===== config.mk =====
export PLATFORM = sky130hd
export DESIGN_NAME = clk_div_ctrl
export DESIGN_NICKNAME = d
export VERILOG_FILES = /design/src/rtl/clk_div_ctrl.sv
export SDC_FILE = /design/constraint.sdc
export NUM_CORES = 1
export LEC_CHECK = 0
export ABC_AREA = 1
export BUFFER_PORTS_ARGS = -buffer_cell sky130_fd_sc_hd__buf_2
export CAP_MARGIN = 20
export CORE_UTILIZATION = 30
export DETAILED_ROUTE_END_ITERATION = 8
export GPL_TIMING_DRIVEN = 0
export SYNTH_ARGS = -nofsm -noshare
export SYNTH_HDL_FRONTEND = slang
export SYNTH_SLANG_ARGS = --single-unit
export TNS_END_PERCENT = 20

===== constraint.sdc =====
create_clock -name clk -period 2.1 [get_ports clk]
set_input_delay 0.105 -clock clk [delete_from_list [all_inputs] [get_ports clk]]
set_output_delay 0.105 -clock clk [all_outputs]
set_load 0.01 [all_outputs]

===== src/rtl/clk_div_ctrl.sv =====
// clk_div_ctrl: run/stop controller and double-buffered configuration front end
// for a programmable clock divider (period P, high time H, wrap tick).
module clk_div_ctrl #(
    parameter int unsigned W          = 8,
    parameter int unsigned DEF_PERIOD = 10,
    parameter int unsigned DEF_HIGH   = 5
) (
    input  logic         clk,
    input  logic         rst,
    input  logic         start,
    input  logic         stop,
    input  logic         cfg_valid,
    input  logic [W-1:0] cfg_period,
    input  logic [W-1:0] cfg_high,
    output logic         cfg_ready,
    output logic         out,
    output logic         tick,
    output logic         busy,
    output logic [W-1:0] cnt
);

    localparam logic [W-1:0] DEF_P_W   = W'(DEF_PERIOD);
    localparam logic [W-1:0] DEF_H_W   = W'(DEF_HIGH);
    localparam logic [W-1:0] MIN_P_W   = W'(2);
    localparam logic [W-1:0] ONE_W     = W'(1);

    typedef enum logic [1:0] {
        S_IDLE = 2'd0,
        S_RUN  = 2'd1,
        S_STOP = 2'd2
    } state_e;

    state_e       state_q, state_d;
    logic [W-1:0] cnt_q, cnt_d;
    logic [W-1:0] per_q, per_d;
    logic [W-1:0] high_q, high_d;
    logic [W-1:0] sh_per_q, sh_per_d;
    logic [W-1:0] sh_high_q, sh_high_d;
    logic         sh_full_q, sh_full_d;

    logic         busy_c;
    logic         wrap_c;
    logic         xfer_c;
    logic [W-1:0] clamp_per_c;

    // Decode of the registered state; out/tick follow cnt with no extra delay
    assign busy_c      = (state_q != S_IDLE);
    assign wrap_c      = busy_c && (cnt_q == (per_q - ONE_W));
    assign xfer_c      = cfg_valid && !sh_full_q;
    assign clamp_per_c = (cfg_period < MIN_P_W) ? MIN_P_W : cfg_period;

    assign cfg_ready = !sh_full_q;
    assign busy      = busy_c;
    assign tick      = wrap_c;
    assign out       = busy_c && (cnt_q < high_q);
    assign cnt       = cnt_q;

    // Next-state: run/stop control, counting and shadow-to-active transfer
    always_comb begin
        state_d   = state_q;
        cnt_d     = cnt_q;
        per_d     = per_q;
        high_d    = high_q;
        sh_per_d  = sh_per_q;
        sh_high_d = sh_high_q;
        sh_full_d = sh_full_q;

        case (state_q)
            S_IDLE: begin
                cnt_d = '0;
                if (start && !stop) state_d = S_RUN;
            end
            S_RUN: begin
                cnt_d = wrap_c ? '0 : cnt_q + ONE_W;
                if (stop) state_d = wrap_c ? S_IDLE : S_STOP;
            end
            S_STOP: begin
                cnt_d = wrap_c ? '0 : cnt_q + ONE_W;
                if (start)       state_d = S_RUN;
                else if (wrap_c) state_d = S_IDLE;
            end
            default: begin
                state_d = S_IDLE;
                cnt_d   = '0;
            end
        endcase

        // Settings change only while idle or on a period boundary
        if (sh_full_q && (!busy_c || wrap_c)) begin
            per_d     = sh_per_q;
            high_d    = sh_high_q;
            sh_full_d = 1'b0;
        end

        // Capture only into an empty shadow, so never collides with the copy above
        if (xfer_c) begin
            sh_per_d  = clamp_per_c;
            sh_high_d = cfg_high;
            sh_full_d = 1'b1;
        end
    end

    // State and configuration registers
    always_ff @(posedge clk or negedge rst) begin
        if (!rst) begin
            state_q   <= S_IDLE;
            cnt_q     <= '0;
            per_q     <= DEF_P_W;
            high_q    <= DEF_H_W;
            sh_per_q  <= DEF_P_W;
            sh_high_q <= DEF_H_W;
            sh_full_q <= 1'b0;
        end else begin
            state_q   <= state_d;
            cnt_q     <= cnt_d;
            per_q     <= per_d;
            high_q    <= high_d;
            sh_per_q  <= sh_per_d;
            sh_high_q <= sh_high_d;
            sh_full_q <= sh_full_d;
        end
    end

endmodule

* Word-level counts from Yosys, hierarchy flattened *
Cells that the tools add are included.

storage, ports and cells
  bits in registers = 43
  input port bits = 21
  output and inout bits = 12
  word-level logic and storage cells = 42

operators by class
  add/subtract/negate cells = 2
  magnitude comparators = 2
  equality and inequality tests = 6
  mux-type cells = 11
  reduce and logical (&&, ||, !) cells = 14

operators with widths
  cell                                                         number
  2-to-1 mux 8 bit                                             3
  2-to-1 mux 2 bit                                             5
  adder 8 x 1 -> 8 bit (second input constant)                 1
  equality test 8 bit                                          1
  less-than comparator 8 x 2 -> 1 bit (second input constant)  1
  less-than comparator 8 bit                                   1
  subtractor 8 x 1 -> 8 bit (second input constant)            1
  one-hot mux 2 bit (3 select lines)                           1
  logical AND 1 bit                                            5
  inequality test 2 bit (second input constant)                2
  nonzero test 2 bit                                           2
  logical NOT 1 bit                                            3
  inequality test 3 bit (second input constant)                1
  AND reduction 3 bit                                          1
  equality test 2 x 1 -> 1 bit (second input constant)         1
  equality test 2 bit (second input constant)                  1
  logical NOT 2 bit                                            1
  2-to-1 mux 1 bit                                             2
  OR reduction 2 bit                                           1
  logical OR 1 bit                                             1

* Logic depth before layout (Yosys ltp) *
Gate-level depths: netlist of run 1.

  depth in word-level cells = 7
  gate-level depth with buffers = 17
  mapped depth without buffers = 16

* Worst setup path after synthesis of run 1 *
Ideal clock, no wire load.

  kind = register to register
  from = reg per_q[1]
  to = reg per_q[4]
  library setup time = 116 ps
  data arrival time = 1,784 ps
  data required time = 1,984 ps
  path slack = 200 ps
  cell stages (with the launch flop) = 15
  path buffers = 1
  clock period less this slack = 1,900 ps
  path through = dfstp_2 > inv_1 > ha_1 > or2_1 > nand2_1 > nand2_1 > nand2_1 > nand3_1 > nor2_2 > nand2_1 > nand2_2 > nand2_4 > buf_4 > nand2_1 > nand2_1

on the way
  longest elaborated chain between the ends = 5

RTL lines
  element                    RTL line  source
  start: declaration         35        logic [W-1:0] per_q, per_d;
  start signal: assignment   116       per_q <= per_d;
  subtractor 8 x 1 -> 8 bit  48        assign wrap_c = busy_c && (cnt_q == (per_q - ONE_W));
  equality test 8 bit        48
  logical AND 1 bit          48
  logical OR 1 bit           89        if (sh_full_q && (!busy_c || wrap_c)) begin
  logical AND 1 bit          89

No other way between the ends.
A chain may end at the register's enable or synchronous reset.

* Worst setup path after layout of run 1 *
  from = reg per_q[1]
  to = out tick

on the way
  longest elaborated chain between the ends = 3

RTL lines
  element                    RTL line  source
  subtractor 8 x 1 -> 8 bit  48
  equality test 8 bit        48
  logical AND 1 bit          48
  end: declaration           17        output logic tick,

No other way between the ends.

==> impl_metrics.toml, run 1 <==
[routing]
drc = 0
wirelength_um = 4970
vias_per_cell = 4.26
wl_met3_um = 159
dr_wl_met2_um = 2290
met1_length_um = 2490
routedWlPerCell_um = 10.8
firstDrtPassIters = 4
drtAntennaViolNets = 0
vias = 1953
top_layer_used = "met4"
drt_iter0_drc = 77

[synthesis]
synthCells = 304
ys_ff_latch = 43
syn-num-nets = 338
synth.avg_cell_area_um2 = 7.58
yosysWarnings = 0
ys_types = 27
ys_seq_area_share_pct = 47.1
syn_area_um2 = 2300

[finish]
nets = 392
antennaDiodeCount = 0
layout-drive-gt1-share_pct = 22.0
postLayoutCellArea_um2 = 2880
area_growth_pct = 25.0
final_cells = 458

[clocking]
cts_tree = "yes"
cts-root-buf = "clkbuf_8"
htreeDepth = 2
clock_latency_ns = 0.29
clock-sinks = 43
clk_pin_slew_ns = 0.08
numCtsBuffers = 5
clockBufferDepth = 2

[floorplanning]
fp.dieW_um = 89.6
row_count = 31
die-area_um2 = 8030
fp.coreArea_um2 = 7330
start_util_pct = 31.4
fp.dieH_um = 89.6
top_level_ports = 33

[power_and_ir_drop]
combPwrFrac_pct = 46.7
swShare_pct = 41.2
pwr_density_cell_nw_per_um2 = 1330
p_seq_share_pct = 38.5
peakVddDrop_v = 0.000527
clockPowerShare_pct = 14.7
total_power_mw = 3.82
power_leakage_nw = 1.58
p_int_mw = 2.25
p_switching_mw = 1.57

[timing]
rsz0062_at_grt = "yes"
relSlewSlack_pct = 36.6
timing.fmax_ghz = 0.485
skew_ns = 0.0112
period_share_pct = 98.2
whs_ns = 0.0107
final_hold_viol_count = 0
setup_viol = 0
slew_viol_final = 0
tightest_slew_ns = 0.950
min_period_ns = 2.06

[critical_path]
critPathCaptureType = "primary output"
r2r_cells = 16
cpMostUsedCell = "inv_2"
start_kind = "flop"
path_max_fanout = 4
r2r-end = "high_q[7]"
rr_startpoint = "per_q[1]"
critical_path.cell_chain = "inv_2 > ha_4 > inv_2 > nand2_2 > nand2_2 > nor2_1 > nand2_1 > nor2_1 > nand2_1 > nor2_2 > nand3_2 > inv_2 > buf_6"
crit_start = "per_q[1]"
critical_path_class = "flop to primary output"
crit_end = "tick"
crit_arrival_ns = 1.96
crit_slowest_cell = "dfstp_2"
r2r_setup_slack_ns = 0.06
cp_slowest_stage_delay_ns = 0.54
critical_path_required_ns = 2.00

[run_status]
status = "complete, no violations"

[worst_hold_path]
hold_path_class = "primary input to flop"

[place]
port_buffers = 32
gp_congestion = 0.827
dp.cells = 435
post-dp-hpwl_um = 3600
dpl_cell_area_um2 = 2590

[global_routing]
overflow = 0
grt_pass1_wl_um = 7900
grt_start_max_net_pins = 44
antenna_found_initial = 0
grtUsageTotal_pct = 12.8
grt_pass1_vias = 1785

[job]
maxCapViolCount = 0
## metal layers
metal,GRT usage [%],up-vias
met4,3.46,0
met5,0,-
met2,21.2,37
met1,17.0,880
li1,-,1034
met3,2.56,2
## logic make-up (layout without fill, tap and decap cells)
kind of cell / after synthesis / after routing / share of synthesized area, %
compound gates: 15 / 15 / 3.48
xor+xnor: 5 / 5 / 1.90
fa+ha+maj: 13 / 13 / 7.06
buf+inv: 44 / 99 / 8.04
flops: 43 / 43 / 47.1
simple gates: 184 / 184 / 32.4
## through the flow
stage,TNS (ns),utilization [%],setup WS [ns]
after global routing,-1.80,39.3,-0.132
final,0,39.3,0.0379
after global placement,0,35.3,0.0173
after CTS,0,37.8,0.000646
after detailed placement,0,35.3,0.0240
after floorplan,0,-,0.200
## registers in the layout, indices dropped and copies added, names as in the netlist
name       count
sh_full_q      1
high_q         8
per_q          8
state_q        2
sh_high_q      8
cnt            8
sh_per_q       8
## area by class of cell
class                           instances  area [um2]
Clock inverter                          2        16.3
Inverter                               40         155
Clock buffer                            6        82.6
Sequential cell                        43        1090
Timing Repair Buffer                   47         315
Fill cell                             786        4450
Buffer                                  4        33.8
Tap cell                               99         124
Multi-Input combinational cell        217        1070
## worst min-delay path by stage
stage,startpoint,end,slack [ns],cells past startpoint
after global routing,cfg_high[5],sh_high_q[5],0.001,3
after CTS,cfg_high[5],sh_high_q[5],0.004,3
final,cfg_high[5],sh_high_q[5],0.01,3
after detailed placement,cfg_high[1],sh_high_q[1],0.30,3
after floorplan,rst,cnt[0],-0.19,0
after global placement,cfg_high[1],sh_high_q[1],0.30,3
## Yosys cell counts
cell | count | share of area (%)
nor4_1 | 1 | 0.27
nand2_2 | 1 | 0.27
a21oi_1 | 8 | 1.7
nor2_1 | 19 | 3.1
inv_6 | 1 | 0.38
dfstp_2 | 8 | 9.1
clkbuf_1 | 2 | 0.33
nand4_1 | 2 | 0.54
ha_1 | 13 | 7.1
xor2_1 | 1 | 0.38
nor3_1 | 3 | 0.65
or2_2 | 1 | 0.27
buf_4 | 1 | 0.33
o21ai_0 | 5 | 1.1
nor2_2 | 3 | 0.81
inv_1 | 37 | 6.0
nand3_1 | 14 | 3.0
nand2_1 | 137 | 22
xnor2_1 | 4 | 1.5
buf_8 | 1 | 0.65
nand2_4 | 1 | 0.49
o211ai_1 | 1 | 0.33
dfrtp_1 | 35 | 38
nand3b_1 | 1 | 0.33
a21boi_0 | 1 | 0.33
or2_1 | 1 | 0.27
inv_2 | 2 | 0.33
## timing repair
action                                  CTS  global route
pin swaps                                 0             4
setup buffers                             1             5
cloned                                    0             2
hold endpoints to repair                 35             0
resized for setup                         1            15
endpoints found under the setup margin    1            24
hold buffers                              7             0
## power groups by stage
stage          clock, mW  sequential [mW]  combinational, mW
2_1_floorplan          0             1.42               1.18
3_3_place_gp           0             1.47               1.49
3_5_place_dp           0             1.49               1.52
4_1_cts            0.582             1.47               1.57
5_1_grt            0.614             1.52               2.05
6_report           0.562             1.47               1.78
## layout by cell type (no fill, tap or decap), types with 6 or more instances in the layout
cell	synthesis	layout
dfrtp_1	35	35
buf_2	0	32
clkbuf_8	0	6
nand3_1	14	13
dlygate4sd3_1	0	7
nor2_1	19	19
ha_1	13	12
nand2_2	1	8
nand2_1	137	130
inv_1	37	34
a21oi_1	8	8
dfstp_2	8	8
## worst max-delay path, delay by kind of cell (launching register included)
kind	cells	cell delay, ns
buffers and inverters	4	0.23
AND/OR/NAND/NOR	8	0.63
flip-flops	1	0.54
adder cells (fa/ha/maj)	1	0.26
Note: power is estimated with default switching activity, not from simulation.
==> run 2: changes to the inputs <==
Settings changed: CELL_PAD_IN_SITES_DETAIL_PLACEMENT from default to 1, CELL_PAD_IN_SITES_GLOBAL_PLACEMENT from default to 2, PLACE_DENSITY_LB_ADDON from default to 0.1.
==> run 2 against run 1 <==
  * Non-clock buffer count rose by 3
  * Clock power rose by 15%
  * Worst setup slack got worse by 0.011 ns
  * Largest cell class unchanged
  * Via count rose by 2.8%
  * Sequential cell count did not move
  * Cell count rose by 0.66%
==> impl_metrics.toml, run 2 (synthesized netlist as in run 1, its figures left out) <==
[run_status]
status = "complete, no violations"

[timing]
relSlewSlack_pct = 70.5
min_period_ns = 2.07
setup_viol = 0
rsz0062_at_grt = "yes"
tightest_slew_ns = 0.442
slew_viol_final = 0
skew_ns = 0.00932
finalSetupTns_ns = 0
final_hold_viol_count = 0
timing.fmax_ghz = 0.482
period_share_pct = 98.7

[routing]
drc = 0
drtAntennaViolNets = 0
drt_iter0_drc = 50
vias_per_cell = 4.36
wirelength_um = 5600
vias = 2008
routedWlPerCell_um = 12.1
firstDrtPassIters = 4

[critical_path]
crit_arrival_ns = 2.32
path_buf_inv = 4
critical_path_required_ns = 2.35
r2r_cells = 17
crit_slowest_cell = "dfstp_2"
r2r-end = "per_q[3]"
start_kind = "flop"
critical_path_class = "flop to flop"
critPathCaptureType = "flop"
critical_path.cell_chain = "inv_2 > ha_4 > inv_2 > nand2_1 > nand2_1 > nor2_2 > nand2_1 > nor2_1 > nand2_1 > nor2_2 > nand2_1 > nand2_2 > nand2_4 > inv_6 > clkbuf_16 > nand2_2 > nand2_2"
cp_slowest_stage_delay_ns = 0.55
path_max_fanout = 8
crit_family = "simple AND/OR/NAND/NOR gates"
cpMostUsedCell = "nand2_1"
rr_startpoint = "per_q[1]"
crit_start = "per_q[1]"
r2r_setup_slack_ns = 0.03
worst-path-stages = 17
crit_end = "per_q[3]"

[place]
gp_congestion = 0.717
post-dp-hpwl_um = 4230
dpl_cell_area_um2 = 2590
port_buffers = 32

[clocking]
numCtsBuffers = 5
cts-root-buf = "clkbuf_8"
htreeDepth = 2
cts_tree = "yes"
clock_latency_ns = 0.30
clock-sinks = 43
clk_pin_slew_ns = 0.09
clockBufferDepth = 2

[job]
maxCapViolCount = 0

[global_routing]
grt_pass1_wl_um = 9400
antenna_found_initial = 0
grt_pass1_vias = 1929
grt_start_max_net_pins = 44
grtUsageTotal_pct = 15.7
overflow = 0

[power_and_ir_drop]
clockPowerShare_pct = 16.5
p_seq_share_pct = 37.9
peakVddDrop_v = 0.000452
swShare_pct = 40.9
p_switching_mw = 1.60
combPwrFrac_pct = 45.6
power_leakage_nw = 1.62
pwr_density_cell_nw_per_um2 = 1330
p_int_mw = 2.31

[floorplanning]
die-area_um2 = 8030
fp.coreArea_um2 = 7330
fp.dieW_um = 89.6
top_level_ports = 33
fp.dieH_um = 89.6
start_util_pct = 31.4
row_count = 31

[finish]
most-common-layout-cells = "nand2_1 (128), inv_1 (35), dfrtp_1 (35)"
mostFrequentLayoutCell = "nand2_1"
layout-drive-gt1-share_pct = 22.1
antennaDiodeCount = 0
area_growth_pct = 27.6
fill_cells = 929
nets = 395
postLayoutCellArea_um2 = 2940

[worst_hold_path]
hp-start = "cfg_period[7]"
hold_path_class = "primary input to flop"
-- run 2: how the worst min path moves through the flow --
stage / end / slack (ns) / depth (start not counted)
3_3_place_gp: sh_high_q[2] / 0.30 / 3
3_5_place_dp: sh_high_q[0] / 0.30 / 3
2_1_floorplan: cnt[0] / -0.19 / 0
4_1_cts: sh_per_q[7] / 0.003 / 3
6_report: sh_per_q[7] / 0.01 / 3
5_1_grt: sh_per_q[6] / 0.007 / 3
-- run 2: final cells by class --
| class | instances | area, um2 | share of cell area (%) |
|---|---|---|---|
| clock inverter | 2 | 37.5 | 1.28 |
| clock buffer | 6 | 72.6 | 2.47 |
| multi-input combinational | 217 | 1080 | 36.7 |
| buffer | 4 | 33.8 | 1.15 |
| inverter | 40 | 155 | 5.28 |
| timing repair buffer | 50 | 350 | 11.9 |
| sequential | 43 | 1090 | 37.0 |
| tap | 99 | 124 | 4.21 |
-- run 2: through the flow --
| stage | setup WS (ns) | hold WS, ns | util, % | instances | total power [mW] |
|---|---|---|---|---|---|
| after floorplan | 0.200 | -0.191 | - | 304 | 2.60 |
| after global placement | -0.103 | 0.305 | 35.3 | 435 | 3.05 |
| after detailed placement | -0.0884 | 0.305 | 35.3 | 435 | 3.08 |
| after CTS | -0.0482 | 0.00300 | 38.5 | 454 | 3.84 |
| after global routing | -0.205 | 0.00719 | 40.1 | 461 | 4.35 |
| final | 0.0266 | 0.0136 | 40.1 | 461 | 3.92 |
-- run 2: worst min-delay path, cell delays in order --
cell,delay (ns)
buf_2,0.09
nand2_1,0.05
nand2_1,0.05
-- run 2: timing repair --
action | 4_1_cts | 5_1_grt
hold buffers | 9 | 1
hold endpoints to repair | 9 | 11
pin swaps | 4 | 11
setup buffers | 2 | 4
endpoints found under the setup margin | 16 | 25
cloned | 0 | 1
gates resized for setup | 5 | 11
-- run 2: power by group through the flow --
stage / Clock (mW) / Combinational, mW / Sequential [mW]
after floorplan: 0 / 1.18 / 1.42
after global placement: 0 / 1.56 / 1.48
after detailed placement: 0 / 1.59 / 1.49
after CTS: 0.679 / 1.68 / 1.48
after global routing: 0.710 / 2.11 / 1.54
final: 0.645 / 1.79 / 1.48
-- run 2: per-layer routing --
layer	share of wire (%)	GRT usage (%)	vias to the layer above
met5	0	0	-
met4	1.2	4.76	0
met1	50	20.7	933
met3	2.3	3.02	5
li1	-	-	1044
met2	46	26.0	26
